$ cat config.mk
export PLATFORM = sky130hd
export DESIGN_NAME = aquarium_scan_sequencer
export DESIGN_NICKNAME = d
export VERILOG_FILES = /design/src/rtl/aquarium_scan_sequencer.sv
export SDC_FILE = /design/constraint.sdc
export NUM_CORES = 1
export LEC_CHECK = 0
export ABC_AREA = 0
export CAP_MARGIN = 20
export CORE_AREA = 2 2 63 77
export CTS_BUF_LIST = sky130_fd_sc_hd__clkbuf_4 sky130_fd_sc_hd__clkbuf_8
export DETAILED_ROUTE_END_ITERATION = 6
export DIE_AREA = 0 0 65 79
export HOLD_SLACK_MARGIN = 0.1
export PLACE_DENSITY_LB_ADDON = 0.25
export SYNTH_ARGS = -nofsm -noshare
export SYNTH_HDL_FRONTEND = slang
export SYNTH_SLANG_ARGS = --single-unit
$ cat constraint.sdc
create_clock -name CLK -period 4.8 [get_ports CLK]
set_clock_uncertainty 0.1 [all_clocks]
set_input_delay 0.72 -clock CLK [delete_from_list [all_inputs] [get_ports CLK]]
set_output_delay 0.72 -clock CLK [all_outputs]
set_load 0.01 [all_outputs]
$ cat src/rtl/aquarium_scan_sequencer.sv
// aquarium_scan_sequencer: steps the display-mux select through the counter and tank-register slots,
// range-checks each register while shown and holds the mux in error mode until a fault is acknowledged.
module aquarium_scan_sequencer #(
    parameter int         DWELL     = 4,
    parameter logic [7:0] CLEAN_MIN = 8'd32,
    parameter logic [7:0] TEMP_MIN  = 8'd20,
    parameter logic [7:0] TEMP_MAX  = 8'd30,
    parameter logic [7:0] FOOD_MIN  = 8'd16,
    parameter logic [7:0] SALT_MIN  = 8'd30,
    parameter logic [7:0] SALT_MAX  = 8'd40
) (
    input  logic       CLK,
    input  logic       reset,
    input  logic       enable,
    input  logic       ack,
    input  logic [7:0] Q_tank_cleanliness,
    input  logic [7:0] Q_tank_temperature,
    input  logic [7:0] Q_tank_food_storage,
    input  logic [7:0] Q_tank_saltiness,
    output logic [4:0] select,
    output logic [7:0] counter,
    output logic [3:0] fault_flags,
    output logic       error,
    output logic       scan_done
);
    localparam logic [2:0] S_IDLE  = 3'd0;
    localparam logic [2:0] S_COUNT = 3'd1;
    localparam logic [2:0] S_CLEAN = 3'd2;
    localparam logic [2:0] S_TEMP  = 3'd3;
    localparam logic [2:0] S_FOOD  = 3'd4;
    localparam logic [2:0] S_SALT  = 3'd5;
    localparam logic [2:0] S_ERROR = 3'd6;
    localparam logic [7:0] LAST    = 8'(DWELL - 1);

    logic [2:0] r_state;
    logic [7:0] r_dwell;
    logic [2:0] w_next;
    logic       w_last;
    logic       w_salt_exit;
    logic [3:0] w_check;
    logic [3:0] w_flags;
    logic [4:0] w_sel;

    always_comb begin
        w_last      = r_dwell == LAST;
        w_salt_exit = r_state == S_SALT && w_last;
        // each check only counts on the final dwell cycle of its own slot
        w_check     = {4{w_last}} & {
            r_state == S_SALT  && (Q_tank_saltiness < SALT_MIN || Q_tank_saltiness > SALT_MAX),
            r_state == S_FOOD  && Q_tank_food_storage < FOOD_MIN,
            r_state == S_TEMP  && (Q_tank_temperature < TEMP_MIN || Q_tank_temperature > TEMP_MAX),
            r_state == S_CLEAN && Q_tank_cleanliness < CLEAN_MIN};
        w_flags     = fault_flags | w_check;
        w_next      = r_state == S_IDLE  ? (enable ? S_COUNT : S_IDLE) :
                      r_state == S_ERROR ? (ack ? S_COUNT : S_ERROR) :
                      !w_last            ? r_state :
                      r_state == S_SALT  ? (|w_flags ? S_ERROR : enable ? S_COUNT : S_IDLE) :
                      r_state + 3'd1;
        w_sel       = w_next == S_COUNT ? 5'b00001 :
                      w_next == S_CLEAN ? 5'b00010 :
                      w_next == S_TEMP  ? 5'b00100 :
                      w_next == S_FOOD  ? 5'b01000 :
                      w_next == S_SALT  ? 5'b10000 :
                      w_next == S_ERROR ? 5'b11111 : 5'b00000;
    end

    always_ff @(posedge CLK) begin
        if (!reset) begin
            r_state     <= S_IDLE;
            r_dwell     <= '0;
            select      <= '0;
            counter     <= '0;
            fault_flags <= '0;
            error       <= 1'b0;
            scan_done   <= 1'b0;
        end else begin
            r_state     <= w_next;
            r_dwell     <= (w_next != r_state || w_next == S_IDLE || w_next == S_ERROR) ? '0 : r_dwell + 8'd1;
            select      <= w_sel;
            counter     <= counter + {7'd0, w_salt_exit};
            fault_flags <= (w_next == S_COUNT && r_state != S_COUNT) ? '0 : w_flags;
            error       <= w_next == S_ERROR;
            scan_done   <= w_salt_exit;
        end
    end
endmodule

==> impl_metrics.ini <==
[status]
status = complete, no violations

[worst_hold_path]
worst_hold_path.endpoint = r_dwell[0]$_SDFF_PP0_
hold_depth = 1
min_from = r_dwell[0]$_SDFF_PP0_
hold_path_class = reg2reg

[route]
drt.antenna.violating_nets = 0
avgViaCountPerCell = 5.48
drt-initial-drc-count = 57
routed_wl_microns = 4240
drc = 0
num_vias = 1676
drtPass1Iterations = 4
route.detailed.wl_per_inst_microns = 13.9

[yosys]
synth_nets = 242
synth_top_area_share_pct = 32.4
synth_cells = 198
ys_seq_area_share_pct = 32.4
syn_area_per_cell_sq_um = 9.36
netlist_area_sq_um = 1850
yosysWarnings = 0
ys_ff_latch = 30
yosysTopAreaCell = dfxtp_1
ys_types = 60
synth_area_leaders = dfxtp_1 (32%), ha_1 (5.4%), and2_1 (4.1%)

[grt]
grt_max_degree = 22
overflow = 0
grt_pass1_wl_microns = 7020
antenna_found_initial = 0
grt_usage_pct = 17.4
grt_pass1_vias = 1586

[setup_path]
r2r_setup_slack_ns = 1.67
worst_path_largest_cell_delay_ns = 0.63
r2r_start = r_dwell[0]$_SDFF_PP0_
worstPathCellList = ha_1 > nor3b_1 > nand2_1 > nor4_1 > nor2_1 > nor2_2 > o2111ai_2 > and3b_1
path_max_fanout = 8
critPathKind = reg2reg
start_kind = flip-flop
endpoint_kind = flip-flop
crit_buf_inv = 0
worst_r2r_path_depth = 8
slowest_stage = nor4_1
crit_arrival_ns = 3.20
cpLargestDelayFamily = simple AND/OR/NAND/NOR gates
reg2reg_to = fault_flags[0]$_SDFF_PP0_
crit_required_ns = 4.88

[cts]
root_buffer = clkbuf_8
cts_resized = 0
clk_path_buf_depth = 2
cts_sinks = 30
cts_setup_buffers = 0
clk_latency_ns = 0.28
clk_pin_slew_worst_paths_ns = 0.07
htree_levels = 2
cts_buffers = 5
tritoncts = done
cts_hold_buf = 0

[final_layout]
drive_above_1_share_pct = 13.7
mostFrequentLayoutCell = clkdlybuf4s50_1
instances_no_fill = 306
final_nets = 291
final_cell_mix = clkdlybuf4s50_1 (45), dfxtp_1 (30), nand3_1 (15), and2_1 (12), nor2_1 (11)
syn_to_final_growth_pct = 32.5
antenna_cells = 0

[floorplan]
die_w_microns = 65
ios = 55
rows = 27
dieArea_sq_um = 5140
coreArea_sq_um = 4430
start_util_pct = 41.9
die_h_microns = 79

[power_and_ir_drop]
internal-power_mw = 0.406
swShare_pct = 25.2
sequentialPowerShare_pct = 47.1
net-switching-power_mw = 0.136
pwr-share-comb_pct = 14.0
p_leak_nw = 0.932
powerDensity_nw_per_um2 = 221
p_clk_share_pct = 38.9
peakVddDrop_mv = 0.167

[placed_design]
dp_cells = 298
routabilityCongestion = 0.909
pre_cts_ws_ns = 1.42
portBuffers = 45
dp_hpwl_microns = 3280

[timing]
finalWorstSetupSlack_ns = 1.67
finalHoldViolations = 0
finalCriticalPeriod_ns = 3.13
setup_tns_ns = 0
setup_viol = 0
final_max_slew_viol_count = 0
period_share_pct = 65.1
tightest_slew_ns = 0.654
slew_headroom_pct = 56.3
rsz0062_at_grt = no
clock.fmax_mhz = 320

[job]
maxCapViolations = 0
flip-flops by register name (all words and copies together), names as in the netlist:
name,flops
error,1
select,5
r_dwell,8
counter,8
scan_done,1
r_state,3
fault_flags,4
power groups by stage:
stage	logic, mW	clock network [mW]	registers (mW)
2_1_floorplan	0.0432	0	0.260
3_3_place_gp	0.0763	0	0.261
3_5_place_dp	0.0766	0	0.261
4_1_cts	0.0769	0.218	0.255
5_1_grt	0.0832	0.228	0.255
6_report	0.0761	0.211	0.255
Yosys cell counts, drive strengths merged:
| library cell | number |
|---|---|
| nand3 | 15 |
| o211ai | 3 |
| a311oi | 2 |
| o2bb2ai | 2 |
| nor2 | 13 |
| nor2b | 2 |
| nor3 | 11 |
| clkbuf | 2 |
| nand4 | 3 |
| nor4 | 6 |
| nand2b | 3 |
| and2 | 12 |
| buf | 1 |
| o2111a | 1 |
| a21oi | 8 |
| a21boi | 2 |
| a32oi | 1 |
| o22ai | 3 |
| o22a | 1 |
| a311o | 2 |
| or4 | 2 |
| or2 | 3 |
| and3b | 3 |
| o31ai | 1 |
| and3 | 9 |
| and4 | 1 |
| inv | 9 |
| xnor2 | 6 |
| o31a | 1 |
| o21ai | 4 |
| o2111ai | 2 |
| dfxtp | 30 |
| xor2 | 7 |
| or3b | 1 |
| nand2 | 7 |
| a22oi | 2 |
| nor3b | 4 |
| and4b | 1 |
| a31oi | 1 |
| ha | 8 |
| a211oi | 2 |
| nand3b | 1 |
per-stage QoR:
| step | total power, mW | utilization [%] | hold slack [ns] | cell area [sq um] |
|---|---|---|---|---|
| floorplan | 0.304 | - | 0.376 | 1850 |
| global placement | 0.337 | 53.4 | 0.408 | 2360 |
| detailed placement | 0.337 | 53.4 | 0.411 | 2360 |
| CTS | 0.550 | 55.5 | 0.425 | 2460 |
| global route | 0.567 | 55.5 | 0.440 | 2460 |
| finish | 0.542 | 55.5 | 0.417 | 2460 |
routing by layer:
metal / GRT usage, % / vias to the layer above / wire length (microns)
met5: 0 / - / 0
met4: 6.60 / 0 / 72
met3: 4.82 / 7 / 314
met2: 32.3 / 51 / 2130
met1: 18.3 / 783 / 1730
li1: - / 835 / -
worst register-to-register path, stage by stage, from the launching register on:
cell       delay, ns
dfxtp_1         0.40
ha_1            0.26
nor3b_1         0.47
nand2_1         0.21
nor4_1          0.63
nor2_1          0.17
nor2_2          0.31
o2111ai_2       0.24
and3b_1         0.24
area by class of cell:
type	count	area [sq um]
Clock buffer	6	82.6
Clock inverter	2	12.5
Fill cell	417	1970
Inverter	9	33.8
Multi-Input combinational cell	156	1200
Sequential cell	30	601
Tap cell	58	72.6
Timing Repair Buffer	45	450
cells by family after synthesis:
logic type,synth area share [%]
AOI/OAI and AO/OA,19.9
xor gates and xnor gates,6.14
adders and majority gates,5.40
buffers and inverters,2.63
DFF,32.4
and+or+nand+nor,33.5
how the worst max path moves through the flow:
stage | to | cells after the start | startpoint
finish | fault_flags[0]$_SDFF_PP0_ | 8 | r_dwell[0]$_SDFF_PP0_
global route | fault_flags[3]$_SDFF_PP0_ | 8 | r_dwell[0]$_SDFF_PP0_
CTS | fault_flags[0]$_SDFF_PP0_ | 8 | r_dwell[0]$_SDFF_PP0_
floorplan | r_dwell[1]$_SDFF_PP0_ | 7 | Q_tank_temperature[6]
global placement | r_dwell[7]$_SDFF_PP0_ | 8 | Q_tank_temperature[6]
detailed placement | r_dwell[3]$_SDFF_PP0_ | 8 | Q_tank_temperature[6]
Power figures use the tool's default switching activity.
